`config.mk`:
```
export PLATFORM = sky130hd
export DESIGN_NAME = fp_mul_arb
export DESIGN_NICKNAME = d
export VERILOG_FILES = /design/src/rtl/fp_mul_arb.sv
export SDC_FILE = /design/constraint.sdc
export NUM_CORES = 1
export LEC_CHECK = 0
export ABC_CLOCK_PERIOD_IN_PS = 3900
export CAP_MARGIN = 5
export CELL_PAD_IN_SITES_DETAIL_PLACEMENT = 0
export CELL_PAD_IN_SITES_GLOBAL_PLACEMENT = 2
export CORE_UTILIZATION = 20
export CTS_BUF_LIST = sky130_fd_sc_hd__clkbuf_8
export DETAILED_ROUTE_END_ITERATION = 16
export PLACE_DENSITY_LB_ADDON = 0.1
export SYNTH_ARGS = -nofsm -noshare
export SYNTH_HDL_FRONTEND = slang
export SYNTH_SLANG_ARGS = --single-unit
```
`constraint.sdc`:
```
create_clock -name clk -period 3.9 [get_ports clk]
set_input_delay 0.39 -clock clk [delete_from_list [all_inputs] [get_ports clk]]
set_output_delay 0.39 -clock clk [all_outputs]
set_load 0.05 [all_outputs]
```
`src/rtl/fp_mul_arb.sv`:
```
// rtl/fp_mul_arb.sv - round-robin arbiter sharing one pipelined multiplier among NUM_REQ requesters
// Optional issue/conflict counters are built when FP_MUL_ARB_STATS_EN is defined.
module fp_mul_arb #(
  parameter int WIDTH   = 16,
  parameter int NUM_REQ = 4,
  parameter int MUL_LAT = 4
) (
  input  logic                     clk,
  input  logic                     rst_n,
  input  logic [NUM_REQ-1:0]       req_valid,
  output logic [NUM_REQ-1:0]       req_ready,
  input  logic [NUM_REQ*WIDTH-1:0] req_a,
  input  logic [NUM_REQ*WIDTH-1:0] req_b,
  output logic [WIDTH-1:0]         mul_a,
  output logic [WIDTH-1:0]         mul_b,
  input  logic [WIDTH-1:0]         mul_result,
  output logic [NUM_REQ-1:0]       rsp_valid,
  output logic [WIDTH-1:0]         rsp_result,
  output logic                     busy
`ifdef FP_MUL_ARB_STATS_EN
  ,
  input  logic                     stat_clr,
  output logic [31:0]              stat_issue,
  output logic [31:0]              stat_conflict
`endif
);
  localparam int ID_W = (NUM_REQ > 1) ? $clog2(NUM_REQ) : 1;

  logic [ID_W-1:0]  rr_ptr;
  logic [ID_W-1:0]  gnt_id;
  logic             gnt_any;
  logic [ID_W:0]    pos;
  logic [WIDTH-1:0] a_arr [NUM_REQ];
  logic [WIDTH-1:0] b_arr [NUM_REQ];
  logic [MUL_LAT:0] tag_v;
  logic [ID_W-1:0]  tag_id [MUL_LAT+1];

  always_comb begin
    for (int i = 0; i < NUM_REQ; i++) begin
      a_arr[i] = req_a[i*WIDTH +: WIDTH];
      b_arr[i] = req_b[i*WIDTH +: WIDTH];
    end
  end

  // Search from rr_ptr upward; pos carries one extra bit so the wrap works for any NUM_REQ.
  always_comb begin
    gnt_any = 1'b0;
    gnt_id  = '0;
    pos     = '0;
    for (int i = 0; i < NUM_REQ; i++) begin
      pos = {1'b0, rr_ptr} + (ID_W+1)'(i);
      if (pos >= (ID_W+1)'(NUM_REQ))
        pos = pos - (ID_W+1)'(NUM_REQ);
      if (!gnt_any && req_valid[pos[ID_W-1:0]]) begin
        gnt_any = 1'b1;
        gnt_id  = pos[ID_W-1:0];
      end
    end
  end

  always_comb begin
    req_ready = '0;
    if (gnt_any && rst_n)
      req_ready[gnt_id] = 1'b1;
  end

  always_ff @(posedge clk or negedge rst_n) begin
    if (!rst_n) begin
      rr_ptr <= '0;
      mul_a  <= '0;
      mul_b  <= '0;
      tag_v  <= '0;
      for (int i = 0; i <= MUL_LAT; i++)
        tag_id[i] <= '0;
    end else begin
      tag_v     <= {tag_v[MUL_LAT-1:0], gnt_any};
      tag_id[0] <= gnt_id;
      for (int i = 1; i <= MUL_LAT; i++)
        tag_id[i] <= tag_id[i-1];
      if (gnt_any) begin
        mul_a  <= a_arr[gnt_id];
        mul_b  <= b_arr[gnt_id];
        rr_ptr <= (gnt_id == ID_W'(NUM_REQ-1)) ? '0 : gnt_id + ID_W'(1);
      end
    end
  end

  // The last tag stage lines up with mul_result for the op issued MUL_LAT+1 edges earlier.
  always_comb begin
    rsp_valid = '0;
    if (tag_v[MUL_LAT])
      rsp_valid[tag_id[MUL_LAT]] = 1'b1;
  end

  assign rsp_result = mul_result;
  assign busy       = |tag_v;

`ifdef FP_MUL_ARB_STATS_EN
  logic conflict;
  assign conflict = (req_valid & (req_valid - NUM_REQ'(1))) != '0;

  always_ff @(posedge clk or negedge rst_n) begin
    if (!rst_n) begin
      stat_issue    <= '0;
      stat_conflict <= '0;
    end else if (stat_clr) begin
      stat_issue    <= '0;
      stat_conflict <= '0;
    end else begin
      if (gnt_any && stat_issue != '1)
        stat_issue <= stat_issue + 32'd1;
      if (conflict && stat_conflict != '1)
        stat_conflict <= stat_conflict + 32'd1;
    end
  end
`endif

endmodule

```
=== Word-level counts from Yosys, hierarchy flattened ===
Cells that the tools add are included.

* Bits in registers: 49
* Logic and storage cells: 75

* Bitwise operators: 1
* Mux-type cells: 33
* Order comparisons: 13
* Add/sub/neg operators: 8
* Reduce and logical (&&, ||, !) cells: 10
* Eq/ne operators: 1

{| class="wikitable"
|+ Operator list
! operator !! count
|-
| $bmux 16 s2 || 2
|-
| $mux 16 || 4
|-
| $lt 2x3->1 const B || 6
|-
| $mux 2 || 9
|-
| $ge 3x3->1 const B || 4
|-
| $mux 1 || 10
|-
| $bmux 1 s2 || 4
|-
| $mux 4 || 2
|-
| $sub 2x1->2 const B || 4
|-
| $add 2x2->3 const B || 2
|-
| $logic_and 1x1->1 || 6
|-
| $reduce_or 5->1 || 1
|-
| $demux 1 s2 || 2
|-
| $ge 2x1->1 const B || 2
|-
| $add 2x1->3 const B || 1
|-
| $ge 2x3->1 const B || 1
|-
| $logic_not 1->1 || 3
|-
| $not 2->3 || 1
|-
| $add 2x1->2 const B || 1
|-
| $eq 2x2->1 const B || 1
|}

=== Longest topological paths before layout ===
* Depth in word-level cells: 19
* Depth in mapped cells: 8

=== Worst setup path after synthesis ===
Ideal clock, no wire load.

* Path kind: flip-flop to output port
* Start: register rr_ptr[1]
* End: output port req_ready[0]
* Path slack: 1.203 ns
* Cell stages (with the launch flop): 8
* Buffers on the path: 2
* Data arrival time: 2.307 ns
* Data required time: 3.510 ns
* Cell sequence: dfrtp_1 buf_2 a21o_1 a21oi_1 o22ai_2 buf_2 inv_1 nor3_1

* Word-level cells in the longest chain between the ends: 19

{| class="wikitable"
|+ Ends and longest elaborated chain
! item !! line !! text
|-
| start: declaration || 29 || <nowiki>logic [ID_W-1:0] rr_ptr;</nowiki>
|-
| start signal: assignment || 83 || <nowiki>rr_ptr <= (gnt_id == ID_W'(NUM_REQ-1)) ? '0 : gnt_id + ID_W'(1);</nowiki>
|-
| parallel branches: the longest is 13 deep, another holds $add 2x1->3 || - ||
|-
| $mux 2 * || 54 || <nowiki>if (!gnt_any && req_valid[pos[ID_W-1:0]]) begin</nowiki>
|-
| via gnt_id[1] || 30 || <nowiki>logic [ID_W-1:0] gnt_id;</nowiki>
|-
| $lt 2x3->1 (implied by the code) or $ge 2x1->1 (tied branches) || 64 || <nowiki>req_ready[gnt_id] = 1'b1;</nowiki>
|-
| $logic_and 1x1->1 (implied by the code) || 64 ||
|-
| $mux 1 (implied by the code) || 64 ||
|-
| $demux 1 s2 * || 64 ||
|-
| $mux 4 * || 63 || <nowiki>if (gnt_any && rst_n)</nowiki>
|-
| end: declaration || 11 || <nowiki>output logic [NUM_REQ-1:0] req_ready,</nowiki>
|}

Mark *: on every way through the listed nets, which the timed path passes. The select of a mux whose other input is x is not followed.

=== Worst setup path after layout ===
* Start: input port req_valid[3]
* End: output port req_ready[3]

* Word-level cells in the longest chain between the ends: 17

{| class="wikitable"
|+ Ends and longest elaborated chain
! item !! line !! text
|-
| start: declaration || 10 || <nowiki>input logic [NUM_REQ-1:0] req_valid,</nowiki>
|-
| $bmux 1 s2 || 54 ||
|-
| $mux 1 (implied by the code) || 54 ||
|-
| $mux 1 || 54 ||
|-
| $logic_not 1->1 || 54 ||
|-
| $logic_and 1x1->1 || 54 ||
|-
| $mux 1 || 54 ||
|-
| $logic_not 1->1 || 54 ||
|-
| $logic_and 1x1->1 || 54 ||
|-
| $mux 1 || 54 ||
|-
| $logic_not 1->1 || 54 ||
|-
| $logic_and 1x1->1 || 54 ||
|-
| $mux 2 || 54 ||
|-
| $lt 2x3->1 (implied by the code) or $ge 2x1->1 (tied branches) || 64 ||
|-
| $logic_and 1x1->1 (implied by the code) || 64 ||
|-
| $mux 1 (implied by the code) || 64 ||
|-
| $demux 1 s2 || 64 ||
|-
| $mux 4 * || 63 ||
|}

Mark *: on every way between the ends. The rest lies on a longest branch, timed or not. The select of a mux whose other input is x is not followed.

==> run metrics <==
status finished clean; # Max-Cap Violations 0; GRT Residual Overflow 0; number of clock sinks 49; share of layout cells above drive strength 1 0.0905; slowest CP cell clkdlybuf4s50_1; largest net degree at the start of global routing 40; sequential-to-total area share from yosys stat 0.412; count of final setup violators 0; CTS tree yes; Worst setup EP type output port; FF-to-FF path depth 7; Final Hold Violating Endpoints 0; antenna-violating nets left 0; WHS Endpoint tag_id[2]$_DFF_PN0_; synth unique cells 36; Cell Area, Synth 2980 um2; hpwl dp 8840 um; I/O Pins 207; WHS 0.353 ns; Routed WL 12500 um; Final Instance Area 4910 um2; Post-Layout Cell Count 659; critical path cell sequence clkdlybuf4s50_1 -> or2_4 -> and4_4 -> nor2_4 -> inv_2 -> ha_1 -> and3_1 -> buf_12; post-place setup slack 0.790 ns; Synth Area per Inst 9.10 um2; Worst Hold Class reg -> reg; post-synthesis cell type with the largest combined area dfrtp_1; routability cong. 0.731; Post-CTS Resized 0; Final Cycle Share 0.760; Max-slew headroom 0.406; Slew @ Worst Pin 0.891 ns; maximum vdd drop 281 uV; Pwr Total 3.49 mW; hold depth 0; initial antenna violation count 0; Die ar. 15400 um2; # port buffers 174; syn_nets 478; setup total negative slack 0 ns; Worst Path Required 3.51 ns; first-pass GRT wire length 18500 um; DR DRC count 0; Warnings, synthesis 0; hold bufs inserted after CTS 1; worst r2r src rr_ptr[0]$_DFFE_PN0P_; Core ar. 14500 um2; Synth Instances 327; htree depth 2; vias in the first global route 3185; CTS Buffer Depth 2; Cell Area, Placed 4800 um2; initial core utilization 0.205; Final min period 2.96 ns; CP startpoint kind primary input; root buffer cell clkbuf_8; FMAX 337 MHz; vias per cell 4.65; final worst slack 0.936 ns; top post-synthesis cells by area dfrtp_1 41%, a311oi_1 8.8%, nand2_1 8.7%, and2_1 6.7%, a221oi_1 6.5%; Post-CTS Setup Bufs 0; First-pass DRT Iterations 4; Max Fanout on Critical Path 34; gr usage total 0.162; antenna cells 0; # nets final 625; reg2reg end mul_b[9]$_DFFE_PN0P_; total CTS buffers 5; Placed Cells 650; die width 124 um; Slew Limit Fails 0; final core utilization 0.338; CP Data Arrival Time 2.57 ns; Max stage delay on crit path 0.58 ns; worst hold start tag_id[4]$_DFF_PN0_; synth-to-layout area growth 64.9%; critical path class in -> out; floorplan row count 44; unrepaired setup endpoints after global routing false; vias 3066; drt wl/cell 18.9 um; Leakage 1.89 nW; DRT iter0 DRCs 156; clock skew 0.00464 ns; reg-to-reg slack, setup 1.59 ns; clk_lat worst skew 0.32 ns; DIE HEIGHT 124 um; synthesized flop and latch total 49; Synth top area share 0.412; PD cells 712 nW/um2; Clk pin slew, worst setup/hold paths 0.10 ns
-- how the worst max path moves through the flow --
stage | slack (ns) | to | startpoint | cells past startpoint
final | 0.94 | req_ready[3] | req_valid[3] | 8
after global routing | 0.79 | req_ready[3] | req_valid[3] | 8
after CTS | 0.88 | req_ready[3] | req_valid[3] | 8
after detailed placement | 0.79 | mul_b[9]$_DFFE_PN0P_ | req_valid[3] | 8
after global placement | 0.88 | mul_b[12]$_DFFE_PN0P_ | req_valid[3] | 8
after floorplan | 1.20 | req_ready[0] | rr_ptr[1]$_DFFE_PN0P_ | 7
-- layer usage --
layer,vias to the layer above,global-route usage,share of wire
met2,116,0.269,0.48
met3,13,0.0275,0.064
met5,-,0,0
met4,0,0.0491,0.015
met1,1484,0.214,0.44
li1,1453,-,-
-- registers in the layout, summed over array words and instances, names as in the netlist --
signal	cells
rr_ptr	2
tag_id	10
tag_v	5
mul_a	16
mul_b	16
-- cell usage after synthesis --
cell type and instances:
a21o_1 1, a21oi_1 2, a221oi_1 22, a221oi_2 10, a311oi_1 30, a311oi_2 2, and2_1 32, and3_1 2
and3b_1 1, and4_4 1, buf_1 1, buf_2 11, buf_4 21, buf_6 2, clkbuf_1 8, dfrtp_1 49
ha_1 1, inv_1 5, inv_2 1, mux2_2 1, nand2_1 69, nand2b_1 2, nand3_1 1, nor2_1 37
nor2_4 1, nor2b_1 1, nor2b_4 1, nor3_1 4, nor3b_1 1, nor4_4 1, o21ai_0 1, o22ai_2 1
o31a_1 1, o31ai_2 1, or2_4 1, or3_1 1
-- layout by cell type (no fill, tap or decap), types with 4 or more instances in the layout --
| cell type | instances |
|---|---|
| nor2_1 | 37 |
| dfrtp_1 | 49 |
| a221oi_2 | 10 |
| inv_1 | 5 |
| nor3_1 | 4 |
| buf_12 | 5 |
| buf_4 | 7 |
| a311oi_1 | 30 |
| a221oi_1 | 22 |
| clkbuf_8 | 5 |
| nand2_1 | 69 |
| clkdlybuf4s50_1 | 169 |
| and2_1 | 32 |
-- layout make-up --
type | instances | area [um2]
fillers | 1543 | 9630
repair buffers | 183 | 1860
multi-input cells | 229 | 1480
flip-flops and latches | 49 | 1230
well taps | 184 | 230
clock buffers | 5 | 68.8
clock inverters | 3 | 25.0
inverters | 6 | 22.5
-- logic make-up (layout without fill, tap and decap cells) --
family          after synthesis  in the layout  synth area share
compound gates               71             71             0.232
buf+inv                      49            197            0.0979
fa+ha+maj                     1              1           0.00420
flops                        49             49             0.412
simple gates                156            156             0.250
mux                           1              1           0.00378
-- power by group --
group | internal, mW | total, mW | switching (mW)
registers | 0.737 | 0.887 | 0.150
logic | 0.815 | 2.28 | 1.46
clock network | 0.130 | 0.330 | 0.200
total | 1.68 | 3.49 | 1.81
-- critical path: cells and delay by family --
| kind | cells | cell delay [ns] |
|---|---|---|
| AND/OR/NAND/NOR | 4 | 0.96 |
| buffers and inverters | 3 | 1.02 |
| adder cells (fa/ha/maj) | 1 | 0.20 |
No activity file was read; power rests on OpenSTA's default activity.
